<file path="src/rtl/fifo_ctrl_pkg.sv">
// Shared constants for the FIFO burst read controller: FSM encoding and skid sizing.
package fifo_ctrl_pkg;

   typedef logic [1:0] state_t;

   localparam state_t ST_IDLE = 2'd0;
   localparam state_t ST_REQ  = 2'd1;
   localparam state_t ST_XFER = 2'd2;

   localparam int unsigned SKID_DEPTH = 2;
   localparam int unsigned SKID_PTR_W = $clog2(SKID_DEPTH);
   localparam int unsigned SKID_CNT_W = $clog2(SKID_DEPTH + 1);

endpackage

</file>
<file path="src/rtl/rd_skid_buf.sv">
// Two-entry skid buffer catching FIFO read data that returns one cycle after the strobe.
module rd_skid_buf
   import fifo_ctrl_pkg::*;
#(
   parameter int unsigned DATA_W = 64
) (
   input  logic                  clk,
   input  logic                  rst,
   input  logic                  push,
   input  logic [DATA_W-1:0]     push_data,
   input  logic                  pop,
   output logic [DATA_W-1:0]     pop_data,
   output logic [SKID_CNT_W-1:0] count
);

   logic [DATA_W-1:0]     mem_q [SKID_DEPTH];
   logic [DATA_W-1:0]     mem_d [SKID_DEPTH];
   logic [SKID_PTR_W-1:0] wr_ptr_q, wr_ptr_d;
   logic [SKID_PTR_W-1:0] rd_ptr_q, rd_ptr_d;
   logic [SKID_CNT_W-1:0] count_q, count_d;

   // Next-state: write at wr_ptr, read at rd_ptr; pointers wrap since depth is a power of two.
   always_comb begin
      mem_d = mem_q;
      if (push) begin
         mem_d[wr_ptr_q] = push_data;
      end
      wr_ptr_d = wr_ptr_q + SKID_PTR_W'(push);
      rd_ptr_d = rd_ptr_q + SKID_PTR_W'(pop);
      count_d  = count_q + SKID_CNT_W'(push) - SKID_CNT_W'(pop);
   end

   // Storage and pointer registers.
   always_ff @(posedge clk) begin
      if (rst) begin
         for (int i = 0; i < int'(SKID_DEPTH); i++) begin
            mem_q[i] <= '0;
         end
         wr_ptr_q <= '0;
         rd_ptr_q <= '0;
         count_q  <= '0;
      end else begin
         mem_q    <= mem_d;
         wr_ptr_q <= wr_ptr_d;
         rd_ptr_q <= rd_ptr_d;
         count_q  <= count_d;
      end
   end

   assign pop_data = mem_q[rd_ptr_q];
   assign count    = count_q;

endmodule

</file>
<file path="src/rtl/fifo_burst_rd_ctrl.sv">
// Reads fixed-length (or flushed short) bursts from a FIFO and streams them out valid/ready.
module fifo_burst_rd_ctrl
   import fifo_ctrl_pkg::*;
#(
   parameter int unsigned DATA_W    = 64,
   parameter int unsigned LVL_W     = 8,
   parameter int unsigned BURST_LEN = 16
) (
   input  logic              clk,
   input  logic              rst,
   output logic              fifo_rd_en,
   input  logic [DATA_W-1:0] fifo_rd_data,
   input  logic              fifo_rd_empty,
   input  logic [LVL_W-1:0]  fifo_rd_water_level,
   input  logic              flush,
   output logic              burst_req,
   output logic [LVL_W-1:0]  burst_len,
   input  logic              burst_ack,
   output logic [DATA_W-1:0] dout_data,
   output logic              dout_valid,
   output logic              dout_last,
   input  logic              dout_ready,
   output logic              busy,
   output logic              flush_done
);

   localparam logic [LVL_W-1:0] BURST_LEN_L = LVL_W'(BURST_LEN);

   state_t           state_q, state_d;
   logic [LVL_W-1:0] len_q, len_d;
   logic [LVL_W-1:0] rd_cnt_q, rd_cnt_d;
   logic [LVL_W-1:0] beat_cnt_q, beat_cnt_d;
   logic             flush_pend_q, flush_pend_d;
   logic             flush_done_q, flush_done_d;
   logic             inflight_q, inflight_d;

   logic [SKID_CNT_W-1:0] skid_cnt;
   logic [DATA_W-1:0]     skid_data;
   logic [2:0]            occ_after;
   logic                  pop;
   logic                  rd_en;
   logic                  last_beat;

   rd_skid_buf #(
      .DATA_W (DATA_W)
   ) u_skid (
      .clk       (clk),
      .rst       (rst),
      .push      (inflight_q),
      .push_data (fifo_rd_data),
      .pop       (pop),
      .pop_data  (skid_data),
      .count     (skid_cnt)
   );

   // Read gating: room must remain for the read in flight plus this one after this cycle's pop.
   always_comb begin
      pop       = !rst && (skid_cnt != '0) && dout_ready;
      occ_after = 3'(skid_cnt) - 3'(pop) + 3'(inflight_q);
      rd_en     = !rst && (state_q == ST_XFER) && (rd_cnt_q < len_q) && !fifo_rd_empty &&
                  (occ_after < 3'(SKID_DEPTH));
      last_beat = (beat_cnt_q == len_q - 1'b1);
   end

   // FSM and counter next-state.
   always_comb begin
      state_d      = state_q;
      len_d        = len_q;
      rd_cnt_d     = rd_cnt_q;
      beat_cnt_d   = beat_cnt_q;
      flush_pend_d = flush_pend_q | flush;
      flush_done_d = 1'b0;
      inflight_d   = rd_en;
      case (state_q)
         ST_IDLE: begin
            // A full burst wins over a pending flush; flush stays pending until the FIFO is empty.
            if (fifo_rd_water_level >= BURST_LEN_L) begin
               len_d   = BURST_LEN_L;
               state_d = ST_REQ;
            end else if (flush_pend_q) begin
               if (fifo_rd_water_level != '0) begin
                  len_d   = fifo_rd_water_level;
                  state_d = ST_REQ;
               end else begin
                  flush_pend_d = 1'b0;
                  flush_done_d = 1'b1;
               end
            end
         end
         ST_REQ: begin
            if (burst_ack) begin
               rd_cnt_d   = '0;
               beat_cnt_d = '0;
               state_d    = ST_XFER;
            end
         end
         ST_XFER: begin
            if (rd_en) begin
               rd_cnt_d = rd_cnt_q + 1'b1;
            end
            if (pop) begin
               beat_cnt_d = beat_cnt_q + 1'b1;
               if (last_beat) begin
                  state_d = ST_IDLE;
               end
            end
         end
         default: state_d = ST_IDLE;
      endcase
   end

   // Control state registers.
   always_ff @(posedge clk) begin
      if (rst) begin
         state_q      <= ST_IDLE;
         len_q        <= '0;
         rd_cnt_q     <= '0;
         beat_cnt_q   <= '0;
         flush_pend_q <= 1'b0;
         flush_done_q <= 1'b0;
         inflight_q   <= 1'b0;
      end else begin
         state_q      <= state_d;
         len_q        <= len_d;
         rd_cnt_q     <= rd_cnt_d;
         beat_cnt_q   <= beat_cnt_d;
         flush_pend_q <= flush_pend_d;
         flush_done_q <= flush_done_d;
         inflight_q   <= inflight_d;
      end
   end

   // Outputs are forced low while reset is held so nothing leaks during the reset cycle.
   always_comb begin
      fifo_rd_en = rd_en;
      burst_req  = !rst && (state_q == ST_REQ);
      burst_len  = rst ? '0 : len_q;
      dout_valid = !rst && (skid_cnt != '0);
      dout_data  = rst ? '0 : skid_data;
      dout_last  = dout_valid && last_beat;
      busy       = !rst && (state_q != ST_IDLE);
      flush_done = !rst && flush_done_q;
   end

endmodule

</file>
<file path="config.mk">
export PLATFORM = sky130hd
export DESIGN_NAME = fifo_burst_rd_ctrl
export DESIGN_NICKNAME = d
export VERILOG_FILES = /design/src/rtl/fifo_ctrl_pkg.sv /design/src/rtl/rd_skid_buf.sv /design/src/rtl/fifo_burst_rd_ctrl.sv
export SDC_FILE = /design/constraint.sdc
export NUM_CORES = 1
export LEC_CHECK = 0
export ABC_AREA = 1
export CAP_MARGIN = 40
export CORE_ASPECT_RATIO = 1.25
export CORE_MARGIN = 1
export CORE_UTILIZATION = 25
export DETAILED_ROUTE_END_ITERATION = 7
export MAX_ROUTING_LAYER = met4
export PLACE_DENSITY = 0.52
export SYNTH_ARGS = -nofsm -noshare
export SYNTH_HDL_FRONTEND = slang
export SYNTH_HIERARCHICAL = 1
export SYNTH_SLANG_ARGS = --single-unit
</file>
<file path="constraint.sdc">
create_clock -name clk -period 3.2 [get_ports clk]
set_clock_uncertainty 0.2 [all_clocks]
set_input_delay 0.32 -clock clk [delete_from_list [all_inputs] [get_ports clk]]
set_output_delay 0.32 -clock clk [all_outputs]
set_load 0.05 [all_outputs]
</file>
==> flow_summary.ini <==
[synthesis]
ys_seq_area_frac = 0.384
synth_cell_types = 44
ys_ff_latch = 161
avgSynthCellArea_sq_um = 7.17
syn-num-nets = 1264
postSynthCellCount = 1170
synthesis.area_sq_um = 8390
yosysWarnings = 6

[cts]
cts.path.max_buffers = 2
clkTransAtPathRegs_ns = 0.07
clkSinkCount = 161
cts-root-buf = clkbuf_16
cts-htree-levels = 4
clk_latency_ns = 0.42
cts_buffers = 17
cts_tree = built

[placement]
place_congestion = 0.820
dpl_cell_area_sq_um = 10200
hpwl_mm = 14.6
placement.io_buffers = 155

[routing]
first_pass_iters = 6
routed_wl_mm = 22.5
viasPerCell = 4.38
drc = 8
wl_per_cell_microns = 13.1
drt_iter0_markers = 306
dr_total_vias = 7550
postRouteAntennaNets = 0

[power_and_ir_drop]
internal_power_mw = 3.58
power_frac_seq = 0.430
leakagePower_nw = 4.10
p_clk_frac = 0.457
power_switching_mw = 1.21
peakVddDrop_mv = 0.295
swShare = 0.252
power_density_nw_per_um2 = 441
combPwrFrac = 0.113

[grt]
groute.usage.overall = 0.141
grt_start_max_net_pins = 101
grt_pass1_vias = 7408
antenna_found_initial = 1
grt_pass1_wl_mm = 37.4
grt_overflow = 0

[setup_path]
worstPathArrival_ns = 2.58
r2r_cells = 20
r2r_start = u_skid/count[1]
end_kind = output pin
cp_max_fo = 5
critPathLaunchType = flop
startpoint = u_skid/count[1]
critPathKind = flop to output pin
required_ns = 2.68

[min_path]
hold_start = u_skid/mem_q[119]
hp-class = flop to flop
hold_depth = 2

[run]
maxCapViolCount = 0

[run_status]
violations = DRC
status = finished with violations

[floorplanning]
die_y_microns = 207
dieArea_sq_um = 34300
io_pins = 156
num_rows = 74
dieWidth_microns = 166
start_util = 0.255
core_sq_um = 32900

[final_layout]
layout_commonest_cell = nor2_1
mostFrequentLayoutCells = 242 x nor2_1, 169 x inv_1, 159 x dfxtp_1
layout-drive-gt1-share = 0.136
layout.nets = 1389
area_growth_pct = 29.2
stdcell_area_sq_um = 10800

[sta]
finalHoldViolCount = 0
slew_headroom = 0.567
rsz0062_at_grt = true
min_period_ns = 3.10
drv_slew = 0
setup_viol = 0
fmax_mhz = 323
finalCritPeriodShare = 0.969
worstMarginPinSlew_ns = 0.650
hold_slack_ns = 0.250
registers in the layout, summed over array words and instances (netlist names):
register	flops
flush_done_q	1
state_q	2
beat_cnt_q	8
inflight_q	1
u_skid/rd_ptr_q	1
u_skid/count	2
len_q	8
rd_cnt_q	8
u_skid/mem_q	128
flush_pend_q	1
u_skid/wr_ptr_q	1
cell families (layout without fill, tap and decap cells):
group           after synthesis  in the layout  share of synthesized area
compound gates              285            285                      0.216
xor+xnor                     14             14                     0.0146
buf+inv                     252            388                      0.145
fa+ha+maj                    16             16                     0.0248
flops                       161            161                      0.384
other cells                   0              1                          0
simple gates                442            442                      0.215
worst paths after layout:
| check | endpoint | slack, ns |
|---|---|---|
| setup / recovery | fifo_rd_en | 0.1 |
| hold / removal | u_skid/mem_q[119] | 0.25 |
| setup reg to reg | rd_cnt_q[1] | 0.22 |
| hold reg to reg | u_skid/mem_q[119] | 0.25 |
routing by layer:
metal | track usage | routed length (microns) | vias up
met1 | 0.166 | 10600 | 3498
met3 | 0.0318 | 986 | 16
met4 | 0.0401 | 288 | 0
met2 | 0.241 | 10700 | 142
li1 | - | - | 3894
met5 | - | 0 | -
Yosys cell counts, drive strengths merged:
library cell	count	share of area
nand2	149	0.068
nand4	2	0.0015
clkbuf	15	0.0072
nand3	28	0.017
inv	183	0.083
ha	15	0.022
or2	2	0.0015
o31ai	2	0.0018
o211a	1	0.0012
nor3b	4	0.0042
buf	54	0.055
nor2	245	0.11
xor2	9	0.0094
a21oi	85	0.073
dfxtp	161	0.38
a31o	1	0.0010
fa	1	0.0024
nand3b	1	0.0013
xnor2	5	0.0052
o21ai	196	0.14
nor3	11	0.0085
power by group through the flow:
stage	logic, mW	registers, mW	clock network [mW]
after global placement	0.541	2.10	0
final	0.542	2.05	2.18
after detailed placement	0.542	2.10	0
after CTS	0.547	2.05	2.25
after global routing	0.600	2.06	2.32
after floorplan	0.348	2.09	0
worst max-delay path: stages (launching register included):
cell and delay [ns]:
dfxtp_4 0.37, inv_2 0.05, a21oi_4 0.17, nand2_4 0.07, inv_4 0.06, ha_4 0.18
inv_2 0.04, nand2_2 0.04, fa_1 0.53, nand3_1 0.06, nor2_1 0.08, nand2_1 0.06
a21oi_2 0.11, nand2_2 0.09, clkinvlp_4 0.08, buf_12 0.13
repair_timing:
item                       4_1_cts  5_1_grt
buffers inserted                 2        3
hold buffers                     0        0
pin swaps                        2        5
resized for setup                3        6
setup endpoints to repair        1        1
layout make-up:
class                      instances  area (sq um)
antenna                            1          2.50
clock buffer                      26           509
clock inverter                     4          96.3
fill                            3566         22000
inverter                         183           708
multi-input combinational        757          3970
sequential                       161          3230
tap                              418           523
timing repair buffer             175          1790
metrics by stage:
| step | TNS, ns | utilization | cells | worst slack [ns] | power [mW] |
|---|---|---|---|---|---|
| CTS | 0 | 0.328 | 1721 | 0.0166 | 4.85 |
| floorplan | 0 | - | 1170 | 0.0432 | 2.44 |
| detailed placement | 0 | 0.309 | 1689 | 0.0684 | 2.64 |
| global route | -0.101 | 0.330 | 1725 | -0.101 | 4.98 |
| finish | 0 | 0.330 | 1725 | 0.0998 | 4.78 |
| global placement | 0 | 0.309 | 1688 | 0.0353 | 2.64 |
(Power assumes the default switching activity.)
